===== config.mk =====
export PLATFORM = sky130hd
export DESIGN_NAME = id_ex_stage
export DESIGN_NICKNAME = d
export VERILOG_FILES = /design/src/rtl/pipe_pkg.sv /design/src/rtl/hazard_detect.sv /design/src/rtl/id_ex_stage.sv
export SDC_FILE = /design/constraint.sdc
export NUM_CORES = 1
export LEC_CHECK = 0
export BUFFER_PORTS_ARGS = -buffer_cell sky130_fd_sc_hd__buf_4
export CORE_AREA = 2 2 150 152
export DETAILED_ROUTE_END_ITERATION = 12
export DIE_AREA = 0 0 152 154
export PLACE_DENSITY = 0.71
export REMOVE_ABC_BUFFERS = 1
export SETUP_SLACK_MARGIN = 0.15
export SKIP_CTS_REPAIR_TIMING = 1
export SLEW_MARGIN = 15
export SYNTH_ARGS = -nofsm -noshare
export SYNTH_HDL_FRONTEND = slang
export SYNTH_SLANG_ARGS = --single-unit

===== constraint.sdc =====
create_clock -name clk -period 2.1 [get_ports clk]
set_clock_uncertainty 0.1 [all_clocks]
set_input_delay 0.105 -clock clk [delete_from_list [all_inputs] [get_ports clk]]
set_output_delay 0.105 -clock clk [all_outputs]
set_load 0.02 [all_outputs]

===== src/rtl/pipe_pkg.sv =====
// pipe_pkg: control-bundle bit map, defaults and update-mode encoding shared by the ID/EX stage.
package pipe_pkg;
    localparam int XLEN_DEF   = 32;
    localparam int CTRL_W_DEF = 8;
    localparam int CNT_W_DEF  = 16;
    localparam int REGWRITE   = 0;
    localparam int MEMREAD    = 1;
    localparam int MEMWRITE   = 2;
    localparam int MEMTOREG   = 3;
    localparam int BRANCH     = 4;
    localparam int ALUSRC     = 5;
    localparam int ALUOP_LO   = 6;
    localparam int ALUOP_HI   = 7;
    localparam logic [CTRL_W_DEF-1:0] CTRL_NOP = '0;
    typedef enum logic [1:0] {
        UPD_LOAD,
        UPD_HOLD,
        UPD_BUBBLE,
        UPD_FLUSH
    } upd_e;
endpackage


===== src/rtl/hazard_detect.sv =====
// hazard_detect: combinational load-use detection; stall is suppressed by flush or a global hold.
module hazard_detect (
    input  logic       mem_read,
    input  logic [4:0] ex_rd,
    input  logic [4:0] rs1,
    input  logic [4:0] rs2,
    input  logic       uses_rs2,
    input  logic       flush,
    input  logic       hold,
    output logic       load_use,
    output logic       stall
);
    always_comb begin
        load_use = mem_read && ex_rd != 5'd0 && (ex_rd == rs1 || (uses_rs2 && ex_rd == rs2));
        stall    = load_use && !flush && !hold;
    end
endmodule


===== src/rtl/id_ex_stage.sv =====
// id_ex_stage: ID/EX pipeline register with load-use bubbles, branch flush, WB->ID bypass
// and saturating stall/flush counters.
module id_ex_stage
    import pipe_pkg::*;
#(
    parameter int XLEN   = XLEN_DEF,
    parameter int CTRL_W = CTRL_W_DEF,
    parameter int CNT_W  = CNT_W_DEF
) (
    input  logic              clk,
    input  logic              rst,
    input  logic [4:0]        IF_ID_Rs1,
    input  logic [4:0]        IF_ID_Rs2,
    input  logic [4:0]        IF_ID_Rd,
    input  logic              IF_ID_UsesRs2,
    input  logic [XLEN-1:0]   IF_ID_PC,
    input  logic [XLEN-1:0]   IF_ID_Imm,
    input  logic [3:0]        IF_ID_Funct,
    input  logic [CTRL_W-1:0] IF_ID_Ctrl,
    input  logic [XLEN-1:0]   RF_Data1,
    input  logic [XLEN-1:0]   RF_Data2,
    input  logic              MEM_WB_RegWrite,
    input  logic [4:0]        MEM_WB_Rd,
    input  logic [XLEN-1:0]   MEM_WB_Data,
    input  logic              flush,
    input  logic              hold,
    output logic [4:0]        ID_EX_Rs1,
    output logic [4:0]        ID_EX_Rs2,
    output logic [4:0]        ID_EX_Rd,
    output logic [XLEN-1:0]   ID_EX_PC,
    output logic [XLEN-1:0]   ID_EX_Imm,
    output logic [3:0]        ID_EX_Funct,
    output logic [CTRL_W-1:0] ID_EX_Ctrl,
    output logic [XLEN-1:0]   ID_EX_Data1,
    output logic [XLEN-1:0]   ID_EX_Data2,
    output logic              stall,
    output logic [CNT_W-1:0]  stall_count,
    output logic [CNT_W-1:0]  flush_count
);
    logic            load_use;
    logic            kill;
    upd_e            upd;
    logic [XLEN-1:0] data1;
    logic [XLEN-1:0] data2;

    hazard_detect u_hazard (
        .mem_read (ID_EX_Ctrl[MEMREAD]),
        .ex_rd    (ID_EX_Rd),
        .rs1      (IF_ID_Rs1),
        .rs2      (IF_ID_Rs2),
        .uses_rs2 (IF_ID_UsesRs2),
        .flush    (flush),
        .hold     (hold),
        .load_use (load_use),
        .stall    (stall)
    );

    always_comb begin
        upd   = flush ? UPD_FLUSH : hold ? UPD_HOLD : load_use ? UPD_BUBBLE : UPD_LOAD;
        kill  = upd == UPD_FLUSH || upd == UPD_BUBBLE;
        data1 = (MEM_WB_RegWrite && MEM_WB_Rd != 5'd0 && MEM_WB_Rd == IF_ID_Rs1) ? MEM_WB_Data : RF_Data1;
        data2 = (MEM_WB_RegWrite && MEM_WB_Rd != 5'd0 && MEM_WB_Rd == IF_ID_Rs2) ? MEM_WB_Data : RF_Data2;
    end

    // Killed slots also clear the register indices so EX forwarding never matches a dead producer.
    always_ff @(posedge clk) begin
        if (rst) begin
            ID_EX_Rs1   <= '0;
            ID_EX_Rs2   <= '0;
            ID_EX_Rd    <= '0;
            ID_EX_PC    <= '0;
            ID_EX_Imm   <= '0;
            ID_EX_Funct <= '0;
            ID_EX_Ctrl  <= '0;
            ID_EX_Data1 <= '0;
            ID_EX_Data2 <= '0;
            stall_count <= '0;
            flush_count <= '0;
        end else if (upd != UPD_HOLD) begin
            ID_EX_Rs1   <= kill ? 5'd0 : IF_ID_Rs1;
            ID_EX_Rs2   <= kill ? 5'd0 : IF_ID_Rs2;
            ID_EX_Rd    <= kill ? 5'd0 : IF_ID_Rd;
            ID_EX_Ctrl  <= kill ? CTRL_W'(CTRL_NOP) : IF_ID_Ctrl;
            ID_EX_PC    <= IF_ID_PC;
            ID_EX_Imm   <= IF_ID_Imm;
            ID_EX_Funct <= IF_ID_Funct;
            ID_EX_Data1 <= data1;
            ID_EX_Data2 <= data2;
            stall_count <= (upd == UPD_BUBBLE && !(&stall_count)) ? stall_count + 1'b1 : stall_count;
            flush_count <= (upd == UPD_FLUSH && !(&flush_count)) ? flush_count + 1'b1 : flush_count;
        end
    end
endmodule


# Word-level counts from Yosys, hierarchy flattened
# Cells that the tools add are included.
[totals]
regBits = 187
in_bits = 198
word_cells = 51
[classes]
addsub = 2
n_eq_ne = 7
n_mux = 9
n_reduce_logical = 22
[op_table]
columns = ["cell", "n"]
rows = [
  ["two-way mux 32 bit", 2],
  ["adder 16 x 1 -> 16 bit, second input constant", 2],
  ["AND reduction 16 bit", 2],
  ["== test 5 bit", 4],
  ["two-way mux 5 bit", 3],
  ["logical AND 1 bit", 10],
  ["nonzero test 5 bit", 2],
  ["two-way mux 8 bit", 1],
  ["two-way mux 2 bit", 3],
  ["== test 2 bit, second input constant", 2],
  ["zero test 1 bit", 4],
  ["AND reduction 2 bit", 2],
  ["logical OR 1 bit", 2],
  ["inequality test 2 x 1 -> 1 bit, second input constant", 1],
]

# Depth between registers and ports, before layout
[logic_depth]
ltp_word = 10
ltp_mapped = 7
depth_no_buf = 6

# Hierarchy
# From an unflattened synthesis, not the netlist that was laid out.
[unflattened]
cells_unflattened = 947
area_unflattened_um2 = 7711.1
[by_module_without_submodules]
columns = ["mod", "instances", "cells_per_inst", "area_per_inst_um2", "seq_area_each_um2"]
rows = [
  ["id_ex_stage", 1, 929, 7564.8, 3743.6],
  ["hazard_detect", 1, 18, 146.4, 0.0],
]

# Worst setup path before layout
# OpenSTA, ideal clock, no wires.
[synth_timing]
path_kind = "reg2reg"
startpoint = "reg stall_count[0]"
endpoint = "reg stall_count[5]"
setup_time_ns = 0.121
arrival_time_ns = 1.831
path_slack_ns = 0.048
stages_incl_launch_ff = 7
path_buffers = 0
path_cell_list = "dfxtp_1 -> ha_1 -> and3_1 -> nand4_1 -> nand3_1 -> nor4b_1 -> mux2_2"
[synth_between]
elab_chain_cells = 4
[synth_rtl]
columns = ["element", "line", "rtl"]
rows = [
  ["start: declaration", "id_ex_stage.sv:37", "output logic [CNT_W-1:0] stall_count,"],
  ["start signal: assignment", "id_ex_stage.sv:89", "stall_count <= (upd == UPD_BUBBLE && !(&stall_count)) ? stall_count + 1'b1 : stall_count;"],
  ["branches (longest 4 deep; another with adder 16 x 1 -> 16 bit)", "--", ""],
]
# Several ways; the timed one is not identified.
# A chain may end at the register's enable or synchronous reset.

# Worst setup path in the final report
[layout_timing]
startpoint = "reg ID_EX_Rd[0]"
endpoint = "reg stall_count[14]"
[layout_between]
elab_chain_cells = 10
[layout_rtl]
columns = ["element", "line", "rtl"]
rows = [
  ["start: declaration", "id_ex_stage.sv:29", "output logic [4:0] ID_EX_Rd,"],
  ["start signal: assignment", "id_ex_stage.sv:82", "ID_EX_Rd <= kill ? 5'd0 : IF_ID_Rd;"],
  ["== test 5 bit", "hazard_detect.sv:14", "load_use = mem_read && ex_rd != 5'd0 && (ex_rd == rs1 || (uses_rs2 && ex_rd == rs2));"],
  ["logical AND 1 bit", "hazard_detect.sv:14", ""],
  ["logical OR 1 bit", "hazard_detect.sv:14", ""],
  ["logical AND 1 bit (*)", "hazard_detect.sv:14", ""],
  ["two-way mux 2 bit (*) (3 in series)", "id_ex_stage.sv:59", "upd = flush ? UPD_FLUSH : hold ? UPD_HOLD : load_use ? UPD_BUBBLE : UPD_LOAD;"],
  ["== test 2 bit", "id_ex_stage.sv:89", ""],
  ["logical AND 1 bit", "id_ex_stage.sv:89", ""],
  ["AND reduction 2 bit (no line) (*)", "--", ""],
]
# Every way passes the cells marked *; elsewhere a longest branch is shown, timed or not.

==> impl_metrics.json <==
{
  "outcome": "finished, violations left",
  "violations": "hold timing",
  "clock_tree.buffer_depth": 2,
  "grt_usage_pct": 21.6,
  "netlist_instances": 904,
  "die_x_um": 152,
  "grt_max_degree": 83,
  "layout_commonest_cell": "buf_4",
  "clock_tree.htree_level_count": 4,
  "postLayoutCoreUtil_pct": 62.9,
  "power_density_nw_per_um2": 643,
  "post-route-drc-count": 0,
  "critPathLaunch": "ID_EX_Rd[0]",
  "synth_cell_type_count": 44,
  "cp_max_fo": 8,
  "maxCapViolCount": 0,
  "placeableCoreArea_um2": 21700,
  "power.leakage_nw": 6.29,
  "grt_overflow": 0,
  "power.total_mw": 8.76,
  "area_growth_pct": 75.5,
  "floorplan.die.height_um": 154,
  "worstSkewPairLatency_ns": 0.42,
  "yosysWarnings": 0,
  "worst-r2r-setup-slack_ns": 0.004,
  "place.port_buffers": 385,
  "unrepaired_setup_endpoints_after_global_routing": "yes",
  "clk_root_buffer_cell": "clkbuf_16",
  "timing.final.crit_period_ns": 2.10,
  "tritoncts.num_buffers": 17,
  "top_level_ports": 386,
  "drtIter0Drc": 460,
  "whs_endpoint": "stall_count[12]",
  "worst_slew_pin_slew_ns": 0.560,
  "setup_total_negative_slack_ns": 0,
  "synthTopCellsByArea": "dfxtp_1, nand2_1, nor2_1, a21oi_1, mux2i_1",
  "r2r.worst_path.cells": 8,
  "yosys_register_bits": 187,
  "hp-start": "rst",
  "worst-setup-path-type": "reg -> reg",
  "worstHoldPathCells": 2,
  "clock_transition_at_the_registers_of_the_reported_paths_ns": 0.08,
  "r2r_start": "ID_EX_Rd[0]",
  "die-area_um2": 23400,
  "initial_utilization_pct": 35.8,
  "worst_ep_arrival_time_ns": 2.35,
  "final_setup_violation_count": 0,
  "row_count": 54,
  "tritoncts_clock_tree": "done",
  "crit_required_ns": 2.36,
  "timing.final.crit_share_pct": 99.8,
  "synth.largest_area_cell": "dfxtp_1",
  "seq_area_frac_synth_pct": 48.2,
  "grt_pass1_vias": 7493,
  "post_synth_instance_area_um2": 7770,
  "worst_setup_path_start_kind": "register",
  "routed-via-count": 8930,
  "leading_cell_types_in_the_layout_fill_and_taps_excluded": "buf_4, dfxtp_1, dlygate4sd3_1",
  "first_pass_grt_wire_length_mm": 41.0,
  "antenna_found_initial": 2,
  "placed_cell_areas_um2": 11100,
  "hold-worst-slack_ns": -0.0370,
  "ys_dominant_reg_cell": "dfxtp_1",
  "hold_viol": 27,
  "synthesis.area_per_instance_um2": 8.59,
  "postSynth.asyncResetShare_pct": 0,
  "slew_violations": 0,
  "route.detailed.wl_per_inst_um": 17.2,
  "final_layout_size_suffix_gt1_share_pct": 34.5,
  "final_antenna_net_count": 0,
  "design.final.nets": 1649,
  "synth_enable_flop_cells": 0,
  "routed_wire_length_mm": 30.0,
  "hold_path.class": "in -> reg",
  "vdd_ir_drop_max_uv": 470,
  "critPathCaptureType": "register",
  "maxClockFrequency_mhz": 477,
  "dr.pass1.iters": 4,
  "routabilityCongestion": 0.874,
  "route.detailed.vias_per_inst": 5.12,
  "numClockSinks": 187,
  "detailedPlacementHpwl_mm": 19.7,
  "final_cell_area_um2": 13600,
  "netlist.area_leader.share_pct": 48.2,
  "crit-reg2reg-capture": "stall_count[14]",
  "slew-limit-headroom_pct": 61.7
}
## registers in the layout (all words and copies together) (netlist names)
register and flops:
ID_EX_Data1 32, ID_EX_Data2 32, ID_EX_Imm 32, ID_EX_PC 32
flush_count 16, stall_count 16, ID_EX_Ctrl 8, ID_EX_Rd 5
ID_EX_Rs1 5, ID_EX_Rs2 5, ID_EX_Funct 4
## per-stage QoR
step / instances / setup slack [ns]
6_report: 1744 / 0.00384
5_1_grt: 1744 / -0.0875
4_1_cts: 1572 / -0.157
3_5_place_dp: 1540 / -0.00247
3_3_place_gp: 1540 / 0.0165
2_1_floorplan: 832 / -3.01
## where the power goes
group / leakage, nW / total [mW] / switching [mW] / internal (mW)
Combinational: 4.47 / 1.74 / 0.837 / 0.907
Clock: 0.279 / 3.17 / 1.56 / 1.61
Sequential: 1.54 / 3.85 / 0.112 / 3.74
## cell usage after synthesis (2+ instances only)
master and number:
nor3_1 39, and3_1 3, or4_1 7, a211oi_1 36
buf_1 9, or3_1 7, a2111oi_0 24, nand3_1 16
nand2_1 142, xor2_1 16, dfxtp_1 187, xnor2_1 14
nand4_1 15, o21ai_0 9, ha_1 2, mux2i_1 33
clkbuf_1 51, nor2b_1 6, a2111oi_1 8, a21oi_1 81
a31oi_1 2, and4_1 8, and2_1 2, a22o_1 23
nor4b_1 2, nor2_1 123, o31ai_1 5, buf_12 3
inv_1 2, mux2_2 5, nor4_1 4, buf_2 7
o21a_1 2
## critical path: stages, from the launching register on
cell     delay (ns)
dfxtp_2        0.33
buf_4          0.15
xor2_1         0.16
nor3_1         0.20
a32oi_1        0.11
buf_4          0.22
buf_8          0.14
or4_4          0.50
a21oi_2        0.12
## cell type report
type	count	area (um2)
sequential	187	3750
antenna	2	5.00
tap	280	350
clock inverter	12	120
clock buffer	20	447
multi-input combinational	643	3850
inverter	2	7.51
timing repair buffer	598	5110
fill	1752	8060
## metal layers
metal,GRT usage (%),part of all wire [%],vias up
li1,-,-,4297
met1,27.1,41,4189
met2,35.5,50,385
met3,5.67,6.7,59
met4,8.37,2.8,0
met5,0,0,-
## cells by family (layout without fill, tap and decap cells)
family | Yosys count | count (layout) | share of synthesized area (%)
xor gates and xnor gates | 30 | 30 | 3.38
other | 0 | 2 | 0
AOI/OAI and AO/OA | 195 | 195 | 17.0
muxes | 38 | 38 | 4.98
and+or+nand+nor | 378 | 378 | 21.7
adders and majority gates | 2 | 2 | 0.322
DFF | 187 | 187 | 48.2
buffers and inverters | 74 | 632 | 4.46
## how the worst max path moves through the flow
stage	endpoint	cells past startpoint
3_5_place_dp	stall_count[9]	7
4_1_cts	stall	5
3_3_place_gp	stall_count[14]	7
2_1_floorplan	ID_EX_Data1[23]	3
6_report	stall_count[14]	8
5_1_grt	stall_count[14]	7
No activity file was read; power rests on OpenSTA's default activity.
